## config.mk

```make
export PLATFORM = sky130hd
export DESIGN_NAME = conv_row_scheduler
export DESIGN_NICKNAME = d
export VERILOG_FILES = /design/src/rtl/conv_row_scheduler_pkg.sv /design/src/rtl/conv_row_scheduler_bank_ring_ctrl.sv /design/src/rtl/conv_row_scheduler.sv
export SDC_FILE = /design/constraint.sdc
export NUM_CORES = 1
export LEC_CHECK = 0
export ABC_AREA = 1
export BUFFER_PORTS_ARGS = -buffer_cell sky130_fd_sc_hd__clkbuf_2
export CAP_MARGIN = 40
export CORE_ASPECT_RATIO = 1.5
export CORE_MARGIN = 8
export CORE_UTILIZATION = 45
export DETAILED_ROUTE_END_ITERATION = 8
export PLACE_DENSITY = 0.72
export SLEW_MARGIN = 40
export SYNTH_ARGS = -nofsm -noshare
export SYNTH_HDL_FRONTEND = slang
export SYNTH_HIERARCHICAL = 1
export SYNTH_SLANG_ARGS = --single-unit
```

## constraint.sdc

```tcl
create_clock -name clk -period 2.7 [get_ports clk]
set_input_delay 0.54 -clock clk [delete_from_list [all_inputs] [get_ports clk]]
set_output_delay 0.54 -clock clk [all_outputs]
set_load 0.02 [all_outputs]
```

## src/rtl/conv_row_scheduler_pkg.sv

```systemverilog
// -----------------------------------------------------------------------------
// conv_row_scheduler_pkg
// Shared definitions for the row scheduler and its bank ring:
//   - one-hot FSM state encoding (5 states)
//   - bank index width, ring depth, resident-row counter width
//   - Bank_Sel field offsets and a helper that builds the 3-bank window select
// -----------------------------------------------------------------------------
package conv_row_scheduler_pkg;

    localparam int BANK_W    = 2;
    localparam int ROW_BANKS = 4;
    // Resident-row counter has to represent 0..ROW_BANKS inclusive.
    localparam int VCNT_W    = 3;

    // Bank_Sel layout: top row slot, middle row slot, bottom row slot.
    localparam int SEL_TOP_LSB = 0;
    localparam int SEL_MID_LSB = 2;
    localparam int SEL_BOT_LSB = 4;
    localparam int SEL_W       = 6;

    localparam int STATE_W = 5;

    // ST_FIRE is the first cycle of the wait phase: it is the cycle in which
    // Row_Compute_Sign is high. It waits for Row_Done exactly like ST_WAIT_ROW.
    typedef enum logic [STATE_W-1:0] {
        ST_IDLE     = 5'b00001,
        ST_ISSUE    = 5'b00010,
        ST_FIRE     = 5'b00100,
        ST_WAIT_ROW = 5'b01000,
        ST_DONE     = 5'b10000
    } state_e;

    // Window select for three consecutive rows starting at the oldest bank.
    // Bank arithmetic wraps naturally in BANK_W bits.
    function automatic logic [SEL_W-1:0] make_bank_sel(input logic [BANK_W-1:0] head);
        logic [SEL_W-1:0] sel;
        sel = '0;
        sel[SEL_TOP_LSB +: BANK_W] = head;
        sel[SEL_MID_LSB +: BANK_W] = head + BANK_W'(1);
        sel[SEL_BOT_LSB +: BANK_W] = head + BANK_W'(2);
        return sel;
    endfunction

endpackage

```

## src/rtl/conv_row_scheduler_bank_ring_ctrl.sv

```systemverilog
// -----------------------------------------------------------------------------
// bank_ring_ctrl
// Bookkeeping for the circular row buffer: the oldest resident bank (head) and
// the number of resident, unconsumed rows.
// Ports:
//   clk, rst     : clock, asynchronous active-high reset
//   push_i       : one row finished loading into wr_bank_o
//   pop_i        : oldest row retired (head advances)
//   clear_i      : empty the ring and return head to bank 0 (has priority)
//   wr_bank_o    : bank that receives the next loaded row
//   head_o       : oldest resident bank
//   full_o       : every bank holds an unconsumed row
//   ge3_o        : at least three rows resident
// -----------------------------------------------------------------------------
module bank_ring_ctrl
    import conv_row_scheduler_pkg::*;
#(
    parameter int NUM_BANKS = ROW_BANKS
) (
    input  logic              clk,
    input  logic              rst,
    input  logic              push_i,
    input  logic              pop_i,
    input  logic              clear_i,
    output logic [BANK_W-1:0] wr_bank_o,
    output logic [BANK_W-1:0] head_o,
    output logic              full_o,
    output logic              ge3_o
);

    logic [BANK_W-1:0] head_q, head_d;
    logic [VCNT_W-1:0] valid_cnt_q, valid_cnt_d;

    always_ff @(posedge clk or posedge rst) begin
        if (rst) begin
            head_q      <= '0;
            valid_cnt_q <= '0;
        end else begin
            head_q      <= head_d;
            valid_cnt_q <= valid_cnt_d;
        end
    end

    // A push and a pop in the same cycle leave the count unchanged while the
    // head still moves on, so the next write bank follows the new head.
    always_comb begin
        head_d      = head_q;
        valid_cnt_d = valid_cnt_q;
        if (clear_i) begin
            head_d      = '0;
            valid_cnt_d = '0;
        end else begin
            if (pop_i) begin
                head_d = head_q + BANK_W'(1);
            end
            case ({push_i, pop_i})
                2'b10:   valid_cnt_d = valid_cnt_q + VCNT_W'(1);
                2'b01:   valid_cnt_d = valid_cnt_q - VCNT_W'(1);
                default: valid_cnt_d = valid_cnt_q;
            endcase
        end
    end

    assign wr_bank_o = head_q + valid_cnt_q[BANK_W-1:0];
    assign head_o    = head_q;
    assign full_o    = (valid_cnt_q == VCNT_W'(NUM_BANKS));
    assign ge3_o     = (valid_cnt_q >= VCNT_W'(3));

endmodule

```

## src/rtl/conv_row_scheduler.sv

```systemverilog
// -----------------------------------------------------------------------------
// conv_row_scheduler
// Row-level controller between the feature-map loader and the 3x3 window
// generator. Grants ring banks to the loader, fires Row_Compute_Sign when three
// padded rows are resident, presents the three banks for the window, and
// retires the oldest bank after each output row.
// Ports:
//   clk, rst               : clock, asynchronous active-high reset
//   Start                  : begin a layer (accepted only in IDLE)
//   Row_Num_After_Padding  : padded rows per layer R (>=3), sampled at Start
//   Wr_Allow / Wr_Bank     : loader may write the next row into Wr_Bank
//   Wr_Row_Done            : loader finished a row (counted only with Wr_Allow)
//   Row_Compute_Sign       : one-cycle pulse, three rows ready in Bank_Sel
//   Bank_Sel               : {bottom, middle, top} bank indices, 2 bits each
//   Row_Done               : window generator finished one output row
//   Layer_Done             : one-cycle pulse after the last output row
//   Busy                   : FSM not in IDLE
//   Dbg_State              : one-hot FSM state
// Handshake: Wr_Row_Done is accepted on a rising clk edge only while Wr_Allow
// is high; Row_Done is accepted only while waiting for an output row (FIRE or
// WAIT_ROW). Pulses outside those windows are dropped without side effects.
// -----------------------------------------------------------------------------
module conv_row_scheduler
    import conv_row_scheduler_pkg::*;
#(
    parameter int ROW_BANKS          = 4,
    parameter int WIDTH_FEATURE_SIZE = 12
) (
    input  logic                          clk,
    input  logic                          rst,
    input  logic                          Start,
    input  logic [WIDTH_FEATURE_SIZE-1:0] Row_Num_After_Padding,
    output logic                          Wr_Allow,
    output logic [BANK_W-1:0]             Wr_Bank,
    input  logic                          Wr_Row_Done,
    output logic                          Row_Compute_Sign,
    output logic [SEL_W-1:0]              Bank_Sel,
    input  logic                          Row_Done,
    output logic                          Layer_Done,
    output logic                          Busy,
    output logic [STATE_W-1:0]            Dbg_State
);

    localparam int W = WIDTH_FEATURE_SIZE;

    state_e            state_q, state_d;
    logic [W-1:0]      r_q, r_d;
    logic [W-1:0]      load_cnt_q, load_cnt_d;
    logic [W-1:0]      out_cnt_q, out_cnt_d;
    logic [SEL_W-1:0]  bank_sel_q, bank_sel_d;

    logic              loader_active;
    logic              wait_phase;
    logic              wr_allow;
    logic              push;
    logic              row_done_acc;
    logic              last_row;
    logic              pop;
    logic              start_acc;
    logic              ring_clear;
    logic              issue_fire;
    logic [W-1:0]      out_cnt_inc;
    logic [BANK_W-1:0] ring_wr_bank;
    logic [BANK_W-1:0] ring_head;
    logic              ring_full;
    logic              ring_ge3;

    bank_ring_ctrl #(
        .NUM_BANKS (ROW_BANKS)
    ) u_ring (
        .clk       (clk),
        .rst       (rst),
        .push_i    (push),
        .pop_i     (pop),
        .clear_i   (ring_clear),
        .wr_bank_o (ring_wr_bank),
        .head_o    (ring_head),
        .full_o    (ring_full),
        .ge3_o     (ring_ge3)
    );

    // ---------------- handshake decode (registers only) ----------------
    assign loader_active = (state_q == ST_ISSUE) || (state_q == ST_FIRE) ||
                           (state_q == ST_WAIT_ROW);
    assign wait_phase    = (state_q == ST_FIRE) || (state_q == ST_WAIT_ROW);
    assign wr_allow      = loader_active && !ring_full && (load_cnt_q < r_q);
    assign push          = Wr_Row_Done && wr_allow;
    assign row_done_acc  = Row_Done && wait_phase;
    assign out_cnt_inc   = out_cnt_q + W'(1);
    assign last_row      = row_done_acc && (out_cnt_inc == (r_q - W'(2)));
    // The final output row leaves the ring to be wiped by DONE.
    assign pop           = row_done_acc && !last_row;
    assign start_acc     = (state_q == ST_IDLE) && Start;
    assign ring_clear    = start_acc || (state_q == ST_DONE);
    assign issue_fire    = (state_q == ST_ISSUE) && ring_ge3;

    // ---------------- FSM: state register ----------------
    always_ff @(posedge clk or posedge rst) begin
        if (rst) begin
            state_q <= ST_IDLE;
        end else begin
            state_q <= state_d;
        end
    end

    // ---------------- FSM: next state ----------------
    always_comb begin
        state_d = state_q;
        case (state_q)
            ST_IDLE:  if (Start) state_d = ST_ISSUE;
            ST_ISSUE: if (ring_ge3) state_d = ST_FIRE;
            ST_FIRE, ST_WAIT_ROW: begin
                if (row_done_acc) begin
                    state_d = last_row ? ST_DONE : ST_ISSUE;
                end else begin
                    state_d = ST_WAIT_ROW;
                end
            end
            ST_DONE:  state_d = ST_IDLE;
            default:  state_d = ST_IDLE;
        endcase
    end

    // ---------------- FSM: outputs ----------------
    always_comb begin
        Busy             = (state_q != ST_IDLE);
        Row_Compute_Sign = (state_q == ST_FIRE);
        Layer_Done       = (state_q == ST_DONE);
        Wr_Allow         = wr_allow;
        Wr_Bank          = ring_wr_bank;
        Bank_Sel         = bank_sel_q;
        Dbg_State        = state_q;
    end

    // ---------------- datapath registers ----------------
    always_ff @(posedge clk or posedge rst) begin
        if (rst) begin
            r_q        <= '0;
            load_cnt_q <= '0;
            out_cnt_q  <= '0;
            bank_sel_q <= '0;
        end else begin
            r_q        <= r_d;
            load_cnt_q <= load_cnt_d;
            out_cnt_q  <= out_cnt_d;
            bank_sel_q <= bank_sel_d;
        end
    end

    always_comb begin
        r_d        = r_q;
        load_cnt_d = load_cnt_q;
        out_cnt_d  = out_cnt_q;
        bank_sel_d = bank_sel_q;
        if (start_acc) begin
            r_d = Row_Num_After_Padding;
        end
        if (ring_clear) begin
            load_cnt_d = '0;
            out_cnt_d  = '0;
        end else begin
            if (push) begin
                load_cnt_d = load_cnt_q + W'(1);
            end
            if (row_done_acc) begin
                out_cnt_d = out_cnt_inc;
            end
        end
        // Bank_Sel stays put from the pulse until the next issue.
        if (issue_fire) begin
            bank_sel_d = make_bank_sel(ring_head);
        end
    end

endmodule
```

==> results_dict.tcl <==
set metrics [dict create \
    grt_pass1_vias 3342 \
    most_common_library_cell_in_the_layout_ignoring_fill_and_taps "sky130_fd_sc_hd__nand2_1" \
    worstSetupEndpoint "u_ring/valid_cnt_q[2]" \
    areaGrowthSynthToFinish_pct 19.31 \
    most_used_cell_along_the_critical_path "sky130_fd_sc_hd__nand2_1" \
    final_layout_size_suffix_gt1_share_pct 19.93 \
    timing.critical_path.required_ns 2.89 \
    data_arrival_time_at_the_worst_slack_endpoint_ns 2.87 \
    antenna_found_initial 0 \
    finalWeightedCongestion 0.8905 \
    r2r_cells 21 \
    timing.reg2reg.setup_slack_ns 0.02 \
    maxSlewHeadroom_pct 65.74 \
    drt_wl_total_microns 8735 \
    critical_path.n_buffers_inverters 2 \
    power_mw 3.298 \
    synth_mux_area_share_pct 0 \
    maxClockFrequency_mhz 372.6 \
    finalNonFillerCells 674 \
    syn-mean-instance-area_sq_um 6.790 \
    report.final.setup_viol 0 \
    cts_buffers 5 \
    portBuffers 33 \
    synth_top_cell_by_area "sky130_fd_sc_hd__dfrtp_1" \
    setup_ws_ns 0.01622 \
    htree_levels 2 \
    clock_buffer_depth 2 \
    dr.first_iter.drc_count 119 \
    rows 39 \
    cpMaxStageDelayCell "sky130_fd_sc_hd__dfrtp_1" \
    design.portCount 34 \
    worst_setup_path_end_kind "flop" \
    drc_errors 0 \
    synth_simple_gate_area_share_pct 38.41 \
    static-leakage-power_nw 2.173 \
    ant_nets 0 \
    critical_path_depth 21 \
    wire_per_inst_microns 12.96 \
    placeableCoreArea_sq_um 7612 \
    mappedNetlistNets 553 \
    ir_drop_uv 649.8 \
    worstReg2RegStart "out_cnt_q[1]" \
    drt-vias-per-instance 5.006 \
    finalCriticalPeriod_ns 2.684 \
    share_of_the_clock_period_used_by_the_worst_path_pct 99.40 \
    timing.final.hold_violations 0 \
    post-route-util_pct 55.34 \
    setup.worst_path.start_class "flop" \
    tritoncts "built" \
    finish.net_count 604 \
    dieArea_sq_um 11000 \
    path_max_fanout 6 \
    result_of_the_run "finished, final reports clean" \
    gr-usage-all-layers_pct 16.31 \
    finalMaxSlewViolations 0 \
    ys.warnings.count 6 \
    post_synth_xor_area_fraction_pct 3.969 \
    clk_sink_count 51 \
    combinational_family_with_the_most_area_after_synthesis "simple AND/OR/NAND/NOR gates" \
    rsz_0062_raised_after_global_routing "true" \
    clock-skew-final_ns 0.008675 \
    clk_latency_ns 0.30 \
    detailed_routing_iterations_pass_1 4 \
    post_synth_fa_ha_maj_area_fraction_pct 5.882 \
    synth_cell_type_count 35 \
    num_antenna_cells 0 \
    post-synth-top-area-fraction_pct 35.44 \
    synth.ff_latch_count 51 \
    crit_start "out_cnt_q[1]" \
    max_stage_delay_ns 0.45 \
    start_util_pct 46.38 \
    dr_total_vias 3374 \
    max_slew.worst_pin.slew_ns 0.5100 \
    power-per-cell-area_nw_per_um2 782.9 \
    globalRoute.totalOverflow 0 \
    dominant_cells_by_area_after_synthesis "sky130_fd_sc_hd__dfrtp_1 35%, sky130_fd_sc_hd__nand2_1 18%, sky130_fd_sc_hd__nand3_1 7.2%, sky130_fd_sc_hd__nor2_1 7.1%, sky130_fd_sc_hd__inv_1 6.2%" \
    r2r_path_end "u_ring/valid_cnt_q[2]" \
    family_of_cells_with_the_greatest_summed_delay_on_the_critical_path "simple AND/OR/NAND/NOR gates" \
    netlist_instances 520 \
    hold_path_class "input pin to asynchronous set/reset pin" \
    cap_viol_max_count 0 \
    syn_area_sq_um 3531 \
    post_cts_clock_slew_at_the_launch_and_capture_registers_of_the_worst_setup_and_hold_paths_ns 0.08 \
    die_w_microns 88.33 \
    chipHeight_microns 124.5 \
    maximum_number_of_pins_on_one_net_before_global_route_repair 25 \
    ys_seq_area_share_pct 36.18 \
    detailed_place_hpwl_microns 6755 \
    global_route_wire_length_before_repair_microns 14520 \
    worst_slack_placed_ns -0.08622 \
    crit_path_cell_trace "ha_4, nand2_4, nor2_4, nand3_1, nand2_2, nor2_1, nor2_1, nand2_1, nor2_1, nand3_2, nand2_2, inv_2, inv_2, nor2_4, fa_2, nand2_2, nand2_1, nand2_1, nand2_1, nand2_1, nand2_1" \
    area_fraction_in_compound_gates_after_synthesis_pct 6.981 \
    critPathKind "flop to flop" \
    post-place-cells 659 \
    clk_root_buffer_cell "sky130_fd_sc_hd__clkbuf_16" \
    layout.cells.most_common_list "159 x sky130_fd_sc_hd__nand2_1, 64 x sky130_fd_sc_hd__nor2_1, 53 x sky130_fd_sc_hd__inv_1" \
    timing.setup.tns_ns 0 \
]
## where the power goes
group	internal (mW)	switching, mW	total (mW)
combinational	0.521	0.921	1.44
clock	0.441	0.302	0.744
sequential	0.940	0.172	1.11
total	1.90	1.40	3.30
## sequential cells by signal, summed over array words and instances, names as in the netlist
signal              count
u_ring/valid_cnt_q      3
r_q                    12
load_cnt_q             12
Dbg_State               5
Bank_Sel                5
u_ring/head_o           2
out_cnt_q              12
## cell families (layout without fill, tap and decap cells)
group,after synthesis,after routing
XOR/XNOR,16,16
buffers and inverters,73,125
AND/OR/NAND/NOR,317,317
adder cells (fa/ha/maj),16,16
AO/OA/AOI/OAI,47,47
flip-flops,51,51
## how the worst min path moves through the flow
stage / startpoint / end / slack [ns] / cells past startpoint
3_3_place_gp: rst / u_ring/valid_cnt_q[0] / 0.44 / 2
2_1_floorplan: rst / u_ring/head_o[0] / 0.32 / 1
6_report: rst / u_ring/valid_cnt_q[1] / 0.14 / 2
3_5_place_dp: rst / u_ring/valid_cnt_q[0] / 0.46 / 2
5_1_grt: rst / u_ring/valid_cnt_q[1] / 0.16 / 2
4_1_cts: rst / u_ring/valid_cnt_q[0] / 0.14 / 2
## metrics by stage
step | hold WS (ns) | instance area (sq um)
floorplan | 0.3185 | 3531
global placement | 0.4447 | 3869
detailed placement | 0.4553 | 3869
CTS | 0.1364 | 4058
global route | 0.1591 | 4213
finish | 0.1416 | 4213
## final cells by class
class	count	area [sq um]
multi-input combinational	396	2066
fill	755	3400
clock buffer	5	125.1
timing repair buffer	52	311.5
inverter	65	257.7
tap	102	127.6
clock inverter	3	46.29
sequential	51	1279
## Yosys cell counts
master	number
sky130_fd_sc_hd__nand2_1	168
sky130_fd_sc_hd__nor2_1	67
sky130_fd_sc_hd__inv_1	58
sky130_fd_sc_hd__nand3_1	51
sky130_fd_sc_hd__dfrtp_1	50
sky130_fd_sc_hd__a21oi_1	21
sky130_fd_sc_hd__o21ai_0	17
sky130_fd_sc_hd__ha_1	15
sky130_fd_sc_hd__xnor2_1	9
sky130_fd_sc_hd__nand4_1	7
sky130_fd_sc_hd__xor2_1	7
sky130_fd_sc_hd__inv_2	6
sky130_fd_sc_hd__nand2_2	5
sky130_fd_sc_hd__nor2_2	5
sky130_fd_sc_hd__nor3_1	4
sky130_fd_sc_hd__o21ai_1	4
sky130_fd_sc_hd__buf_2	3
sky130_fd_sc_hd__clkbuf_1	3
sky130_fd_sc_hd__nand3b_1	2
sky130_fd_sc_hd__o21a_1	2
sky130_fd_sc_hd__o22ai_1	2
sky130_fd_sc_hd__a21oi_2	1
sky130_fd_sc_hd__and2_1	1
sky130_fd_sc_hd__and3_2	1
sky130_fd_sc_hd__buf_4	1
sky130_fd_sc_hd__buf_6	1
sky130_fd_sc_hd__bufinv_8	1
sky130_fd_sc_hd__dfstp_2	1
sky130_fd_sc_hd__fa_1	1
sky130_fd_sc_hd__nand2_4	1
sky130_fd_sc_hd__nand3_2	1
sky130_fd_sc_hd__nand4_2	1
sky130_fd_sc_hd__nor2_4	1
sky130_fd_sc_hd__nor4_2	1
sky130_fd_sc_hd__or2_2	1
## routing by layer
layer  share of wire [%]  GRT usage (%)  wire, microns  up-vias
met1                  40          17.20           3484     1562
met4                 2.7          7.107            237        0
li1                    -              -              -     1747
met2                  55          30.15           4808       50
met5                   0              0              0        -
met3                 2.3          2.312            205       15
## timing repair
action	CTS	global route
buffers inserted	1	6
resized for setup	4	33
pin swaps	1	13
setup endpoints to repair	1	2
hold buffers	0	0
No activity file was read; power rests on OpenSTA's default activity.
